$ cat config.mk
export PLATFORM = sky130hd
export DESIGN_NAME = tick_gen
export DESIGN_NICKNAME = d
export VERILOG_FILES = /design/src/rtl/tick_pkg.sv /design/src/rtl/tick_chan.sv /design/src/rtl/tick_gen.sv
export SDC_FILE = /design/constraint.sdc
export NUM_CORES = 1
export LEC_CHECK = 0
export ABC_AREA = 1
export ABC_CLOCK_PERIOD_IN_PS = 4000
export BUFFER_PORTS_ARGS = -buffer_cell sky130_fd_sc_hd__buf_4
export CORE_UTILIZATION = 43
export DETAILED_ROUTE_END_ITERATION = 10
export PLACE_DENSITY = 0.6
export SYNTH_ARGS = -nofsm -noshare
export SYNTH_HDL_FRONTEND = slang
export SYNTH_SLANG_ARGS = --single-unit
export TNS_END_PERCENT = 10
$ cat constraint.sdc
create_clock -name clk -period 4 [get_ports clk]
set_clock_uncertainty 0.2 [all_clocks]
set_input_delay 0.4 -clock clk [delete_from_list [all_inputs] [get_ports clk]]
set_output_delay 0.4 -clock clk [all_outputs]
set_load 0.005 [all_outputs]
$ cat src/rtl/tick_pkg.sv
// Shared definitions for the tick generator: channel FSM states
// and the channel mode encoding.
package tick_pkg;

    typedef enum logic {
        IDLE = 1'b0,
        RUN  = 1'b1
    } chan_state_t;

    localparam logic MODE_PERIODIC = 1'b0;
    localparam logic MODE_ONESHOT  = 1'b1;

endpackage

$ cat src/rtl/tick_chan.sv
// One tick channel: shadow period/mode, IDLE/RUN FSM and a
// base-tick down-counter producing a registered tic pulse.
module tick_chan
    import tick_pkg::*;
#(
    parameter int PW = 16
) (
    input  logic          clk,
    input  logic          rst_n,
    input  logic          base_tic,
    input  logic          wr,
    input  logic [PW-1:0] wr_period,
    input  logic          wr_mode,
    input  logic          start,
    input  logic          stop,
    output logic          tic,
    output logic          busy
);

    chan_state_t   state;
    logic [PW-1:0] period;
    logic          mode;
    logic [PW-1:0] count;
    logic [PW-1:0] period_eff;
    logic          mode_eff;

    // A write in the same cycle as a start/reload is already visible.
    assign period_eff = wr ? wr_period : period;
    assign mode_eff   = wr ? wr_mode : mode;

    assign busy = (state == RUN);

    always_ff @(posedge clk or negedge rst_n) begin
        if (!rst_n) begin
            state  <= IDLE;
            period <= '0;
            mode   <= MODE_PERIODIC;
            count  <= '0;
            tic    <= 1'b0;
        end else begin
            tic <= 1'b0;
            if (wr) begin
                period <= wr_period;
                mode   <= wr_mode;
            end
            if (stop) begin
                state <= IDLE;
                count <= '0;
            end else if (start) begin
                if (period_eff != '0) begin
                    state <= RUN;
                    count <= period_eff;
                end
            end else if (state == RUN && base_tic) begin
                if (count == PW'(1)) begin
                    tic <= 1'b1;
                    if (mode_eff == MODE_ONESHOT) begin
                        state <= IDLE;
                        count <= '0;
                    end else begin
                        count <= period_eff;
                    end
                end else begin
                    count <= count - PW'(1);
                end
            end
        end
    end

endmodule

$ cat src/rtl/tick_gen.sv
// Base-tick prescaler, channel config decode and NCH
// independent tick channels.
module tick_gen
    import tick_pkg::*;
#(
    parameter int PRESCALE = 100_000,
    parameter int PW       = 16,
    parameter int NCH      = 4
) (
    input  logic                               clk,
    input  logic                               rst_n,
    input  logic                               en,
    input  logic                               cfg_we,
    input  logic [$clog2(NCH > 1 ? NCH : 2)-1:0] cfg_ch,
    input  logic [PW-1:0]                      cfg_period,
    input  logic                               cfg_mode,
    input  logic [NCH-1:0]                     start,
    input  logic [NCH-1:0]                     stop,
    output logic                               base_tic,
    output logic [NCH-1:0]                     tic,
    output logic [NCH-1:0]                     busy
);

    localparam int SW = $clog2(PRESCALE);
    localparam logic [SW-1:0] LAST = SW'(PRESCALE - 1);

    logic [SW-1:0]  pcnt;
    logic [NCH-1:0] wr_sel;

    always_ff @(posedge clk or negedge rst_n) begin
        if (!rst_n) begin
            pcnt     <= '0;
            base_tic <= 1'b0;
        end else begin
            base_tic <= 1'b0;
            if (en) begin
                if (pcnt == LAST) begin
                    pcnt     <= '0;
                    base_tic <= 1'b1;
                end else begin
                    pcnt <= pcnt + SW'(1);
                end
            end
        end
    end

    // Out-of-range channel numbers match no bit and are dropped.
    always_comb begin
        wr_sel = '0;
        for (int i = 0; i < NCH; i++) begin
            if (cfg_we && (32'(cfg_ch) == i))
                wr_sel[i] = 1'b1;
        end
    end

    for (genvar g = 0; g < NCH; g++) begin : g_ch
        tick_chan #(
            .PW(PW)
        ) u_chan (
            .clk      (clk),
            .rst_n    (rst_n),
            .base_tic (base_tic),
            .wr       (wr_sel[g]),
            .wr_period(cfg_period),
            .wr_mode  (cfg_mode),
            .start    (start[g]),
            .stop     (stop[g]),
            .tic      (tic[g]),
            .busy     (busy[g])
        );
    end

endmodule
* After elaboration in Yosys (flattened, before gate mapping)
Index checks and enable logic that the tools add are counted.
** Word-level totals
- Memory bits (read-only) :: 0
- Latch bits :: 0
- Register bits :: 158
- Memories :: 0
- Output and inout port bits :: 9
- RAM bits :: 0
** Operators by class
- Eq/ne operators :: 12
- Shift operators :: 0
- Bitwise logic cells :: 0
- Multipliers :: 0
- Reductions and logical operators :: 33
- Magnitude comparators :: 0
- Div/mod/pow operators :: 0
- Muxes and demuxes :: 79
- $add $sub $neg :: 5
** Operators with widths (count)
- 16-bit 2-to-1 mux :: 28
- 16-bit by 1-bit equality test with 1-bit output (second input constant) :: 4
- 16-bit nonzero test :: 4
- 16-bit by 1-bit subtractor with 16-bit output (second input constant) :: 4
- 1-bit 2-to-1 mux :: 50
- 3-bit nonzero test :: 12
- 17-bit by 1-bit adder with 17-bit output (second input constant) :: 1
- 17-bit equality test (second input constant) :: 1
- 17-bit 2-to-1 mux :: 1
- 4-bit AND reduction :: 4
- 3-bit by 1-bit inequality test with 1-bit output (second input constant) :: 4
- 1-bit logical AND :: 8
- 2-bit AND reduction :: 4
- 2-bit equality test (second input constant) :: 2
- 2-bit by 1-bit equality test with 1-bit output (second input constant) :: 1
- 2-bit logical NOT :: 1

* Longest topological paths before layout
- Depth after elaboration :: 9
- Mapped depth :: 15
- Depth with buffers taken out :: 13

* Modules after synthesis
From an unflattened synthesis, not the netlist that was laid out.
** Second synthesis, totals
- Cells, all modules :: 1834
- Area, all modules :: 11254.5 sq um
** Modules (own cells, without submodules)
- tick_chan at g_ch[1].u_chan ... :: sequential area each 875.8 sq um, area each 2529.9 sq um, times used 2, cells an instance 419
- tick_chan at g_ch[3].u_chan :: sequential area each 875.8 sq um, area each 2534.9 sq um, times used 1, cells an instance 417
- tick_chan at g_ch[0].u_chan :: sequential area each 875.8 sq um, area each 2519.9 sq um, times used 1, cells an instance 417
- tick_gen :: sequential area each 450.4 sq um, area each 1139.8 sq um, times used 1, cells an instance 162

* Least setup slack after synthesis
Ideal clock, no wire load.
- Path kind :: input to register
- From :: input port cfg_ch[0] (netlist bit)
- To :: register g_ch[0].u_chan.count[9]
- Stages :: 11
- Data arrival time :: 1730 ps
- Buffers on the path :: 3
- Data required time :: 3680 ps
- Slack :: 1950 ps
- Setup time :: 120 ps
- Cell sequence :: buf_6 > nor2_4 > nand2_2 > buf_6 > o21ai_0 > nand3_1 > nor2_2 > nand2_4 > buf_4 > nand3_1 > nand2_1
** Between the ends
- Longest elaborated chain between the ends :: 9
- Elaborated cells on any way between the ends :: 14
- Classes of those cells :: eq/ne: 1; mux: 9; reduce/logical: 4
** RTL lines
- start: declaration :: RTL line tick_gen.sv:14 : input logic [$clog2(NCH > 1 ? NCH : 2)-1:0] cfg_ch,
- 2-bit logical NOT * :: RTL line tick_gen.sv:51 : if (cfg_we && (32'(cfg_ch) == i))
- 1-bit logical AND * :: RTL line tick_gen.sv:51
- 1-bit 2-to-1 mux * :: RTL line tick_gen.sv:51
- 16-bit 2-to-1 mux or 1-bit 2-to-1 mux (tied branches)
- 16-bit 2-to-1 mux :: RTL line tick_chan.sv:57 : if (mode_eff == MODE_ONESHOT) begin
- 16-bit 2-to-1 mux :: RTL line tick_chan.sv:55 : if (count == PW'(1)) begin
- 16-bit 2-to-1 mux :: RTL line tick_chan.sv:54 : end else if (state == RUN && base_tic) begin
- 16-bit 2-to-1 mux :: RTL line tick_chan.sv:49 : end else if (start) begin
- 16-bit 2-to-1 mux :: RTL line tick_chan.sv:46 : if (stop) begin
- end signal: assignment :: RTL line tick_chan.sv:52 : count <= period_eff;
- end signal: assignment :: RTL line tick_chan.sv:61 : count <= period_eff;
- end signal: assignment :: RTL line tick_chan.sv:64 : count <= count - PW'(1);
- end: declaration :: RTL line tick_chan.sv:23 : logic [PW-1:0] count;
Every way passes the cells marked *; elsewhere a longest branch is shown, timed or not. The select of a mux whose other input is x is not followed.
A chain may end at the register's enable or synchronous reset.

* Worst setup path in the final report
- From :: register base_tic
- To :: register g_ch[2].u_chan.state
** Between the ends
- Longest elaborated chain between the ends :: 3
** RTL lines
- start: declaration :: RTL line tick_gen.sv:19 : output logic base_tic,
- start signal: assignment :: RTL line tick_gen.sv:33 : base_tic <= 1'b0;
- start signal: assignment :: RTL line tick_gen.sv:35 : base_tic <= 1'b0;
- start signal: assignment :: RTL line tick_gen.sv:39 : base_tic <= 1'b1;
- 1-bit logical AND :: RTL line tick_chan.sv:54
- 3-bit nonzero test (no source line)
- 4-bit AND reduction (no source line)
- end signal: assignment :: RTL line tick_chan.sv:47 : state <= IDLE;
- end signal: assignment :: RTL line tick_chan.sv:51 : state <= RUN;
- end signal: assignment :: RTL line tick_chan.sv:58 : state <= IDLE;
- end: declaration :: RTL line tick_chan.sv:20 : chan_state_t state;
Every way passes these cells.

==> results_dict.tcl <==
set metrics [dict create \
    outcome "finished, final reports clean" \
    fin_total_pwr_w 0.005351 \
    maxSlewViolCount 0 \
    num_vias 8871 \
    dp_slack_ns 1.424 \
    min_to "pcnt[0]" \
    synth_area_sq_mm 0.009816 \
    start_util_pct 44.43 \
    r2r_cells 6 \
    fin_setup_tns_ns 0 \
    core_sq_mm 0.02209 \
    grt_first_pass_wirelength_mm 42.50 \
    grt_pass1_vias 8419 \
    ir_worst_vdd_mv 0.2476 \
    synthTopCellsByArea "dfrtp_1, nand2_1, nand3_1, nor2_1, inv_1" \
    fin_crit_ns 2.361 \
    portBuffers 39 \
    period_share_pct 59.02 \
    netlist.top_cell.by_area "dfrtp_1" \
    clk_path_buf_depth 2 \
    worstMarginPinSlew_ns 0.7803 \
    place.gp.congestion 0.9099 \
    ioPinCount 40 \
    setup_slack_ns 1.639 \
    layout-drive-gt1-share_pct 9.129 \
    ys.flop_type "dfrtp_1" \
    hold_depth 2 \
    maxSlewHeadroom_pct 47.63 \
    clk_pin_slew_ns 0.07 \
    path_class "reg -> reg" \
    ys_warn_count 0 \
    avgViaCountPerCell 5.140 \
    hold_start "en" \
    firstDrtPassIters 5 \
    yosys.cell_types.count 38 \
    routedWlPerCell_um 14.64 \
    hpwl_mm 18.55 \
    final_antenna_net_count 0 \
    max_stage_delay_ns 0.74 \
    cts_buffers 17 \
    max_freq_ghz 0.4236 \
    htreeDepth 4 \
    n_antenna_cell 0 \
    fill_cells 2239 \
    yosysMostFrequentCell "nand2_1" \
    synth_common_cells "nand2_1, nand3_1, dfrtp_1, nor2_1, inv_1" \
    hold_violations 0 \
    syn2layout_area_growth_pct 10.11 \
    place_area_sq_mm 0.01019 \
    fin_util_pct 48.92 \
    required_ns 4.12 \
    overflow 0 \
    rsz0062_at_grt "no" \
    setup_viol 0 \
    fin_nets 1473 \
    drv_cap 0 \
    r2r-start "base_tic" \
    drc 0 \
    ys_ff_latch 158 \
    synth_edf_count 0 \
    crit_buf_inv 2 \
    cp_slowest_cell "o21ai_1" \
    yosysTopAreaCellShare_pct 40.28 \
    crit_arrival_ns 2.49 \
    rr_endpoint "g_ch[2].u_chan.busy" \
    multi_input_area_sq_mm 0.004957 \
    die_w_um 153.1 \
    synth_cells 1407 \
    avgSynthCellArea_sq_um 6.976 \
    grt_max_degree 65 \
    reg2reg_setup_slack_ns 1.64 \
    crit_path_cell_trace "clkinv_1 -> o21ai_1 -> buf_4 -> nand3_1 -> nand2_1 -> nand2_1" \
    ys_seq_area_share_pct 40.28 \
    synth_fp_nets 1447 \
    cp_common_cell "nand2_1" \
    stdcell_area_sq_mm 0.01081 \
    crit_fanout 11 \
    worstSkewPairLatency_ns 0.43 \
    powerDensity_mw_per_mm2 495.1 \
    cts_tree "built" \
    drt_iter0_markers 630 \
    die_h_um 153.1 \
    leakage_nw 5.770 \
    cts_sinks 158 \
    end_kind "flop" \
    dieArea_sq_mm 0.02344 \
    grtUsageTotal_pct 22.72 \
    path_delay_family "compound AO/OA/AOI/OAI gates" \
    cp-start-kind "flop" \
    root_buffer "clkbuf_16" \
    hp-class "in -> reg" \
    async_flop_share_pct 100.0 \
    num_rows 54 \
    wirelength_mm 25.27 \
    register_area_sq_mm 0.003954 \
    antenna_found_initial 0 \
]
final cells by class:
cell class                      count  share of cell area (%)
Clock buffer                       17                   3.936
Clock inverter                     15                   1.655
Inverter                          152                   5.279
Multi-Input combinational cell   1057                   45.87
Sequential cell                   158                   36.58
Tap cell                          280                   3.241
Timing Repair Buffer               47                   3.438
state kept, by name, summed over array words and instances (netlist names):
register / flops
g_ch.u_chan.tic: 4
g_ch.u_chan.busy: 4
pcnt: 17
g_ch.u_chan.mode: 4
g_ch.u_chan.period: 64
g_ch.u_chan.count: 64
base_tic: 1
metrics by stage:
stage,cells,hold slack (ns)
6_report,1726,0.02831
5_1_grt,1726,0.02942
4_1_cts,1726,0.01832
3_5_place_dp,1693,0.2298
3_3_place_gp,1693,0.2295
2_1_floorplan,1407,-0.09559
how the worst max path moves through the flow:
stage                                  start                        to  slack [ns]  depth (start not counted)
floorplan                          cfg_ch[0]   g_ch[0].u_chan.count[9]        1.95                         11
global placement                   cfg_ch[0]  g_ch[0].u_chan.count[12]        1.44                         10
detailed placement                 cfg_ch[0]   g_ch[0].u_chan.count[0]        1.42                         10
CTS                                 base_tic       g_ch[2].u_chan.busy        1.62                          6
global route        g_ch[3].u_chan.count[12]  g_ch[3].u_chan.count[14]        1.46                         10
finish                              base_tic       g_ch[2].u_chan.busy        1.64                          6
metal layers:
metal | share of wire, % | up-vias | global-route usage [%]
li1 | - | 4559 | -
met1 | 49 | 4111 | 31.69
met2 | 46 | 174 | 36.49
met3 | 3.9 | 27 | 3.771
met4 | 1.3 | 0 | 6.013
met5 | 0 | - | 0
where the power goes:
part / internal (W) / total, W / switching, W / leakage [nW]
sequential: 0.00186 / 0.00209 / 0.000229 / 1.99
combinational: 0.000534 / 0.00157 / 0.00103 / 3.49
clock: 0.000945 / 0.00169 / 0.000748 / 0.291
total: 0.00334 / 0.00535 / 0.00201 / 5.77
placed cells by master (no fill, tap or decap), types with 3 or more instances in the layout:
cell type | synthesis | routed
nand4_1 | 41 | 41
dfrtp_1 | 158 | 158
o21ai_1 | 34 | 34
clkbuf_16 | 0 | 17
inv_8 | 0 | 3
inv_6 | 0 | 5
nand3_1 | 165 | 165
ha_1 | 9 | 9
nand2_2 | 11 | 11
a21oi_1 | 6 | 6
or2_2 | 7 | 7
xor2_1 | 22 | 22
nor2_2 | 8 | 8
nand3_4 | 3 | 3
clkinv_4 | 0 | 3
nor4_1 | 6 | 6
nor3_1 | 18 | 18
o21ai_0 | 39 | 39
inv_1 | 148 | 148
nor2_1 | 151 | 151
o211ai_1 | 5 | 5
xnor2_1 | 9 | 9
o21ai_2 | 10 | 10
buf_4 | 11 | 44
o22ai_2 | 3 | 3
nand2_1 | 490 | 490
nand2_4 | 8 | 8
cell families after synthesis:
| logic type | share of synthesized area, % |
|---|---|
| XOR/XNOR | 2.766 |
| buffers and inverters | 9.216 |
| AND/OR/NAND/NOR | 40.28 |
| AO/OA/AOI/OAI | 6.310 |
| flip-flops | 40.28 |
| adder cells (fa/ha/maj) | 1.147 |
what timing repair did:
action / CTS / global route
resized for setup: 0 / 0
buffers inserted: 0 / 0
endpoints found under the hold margin: 59 / 0
hold buffers: 1 / 0
setup endpoints to repair: 0 / 0
Note: power is estimated with default switching activity, not from simulation.
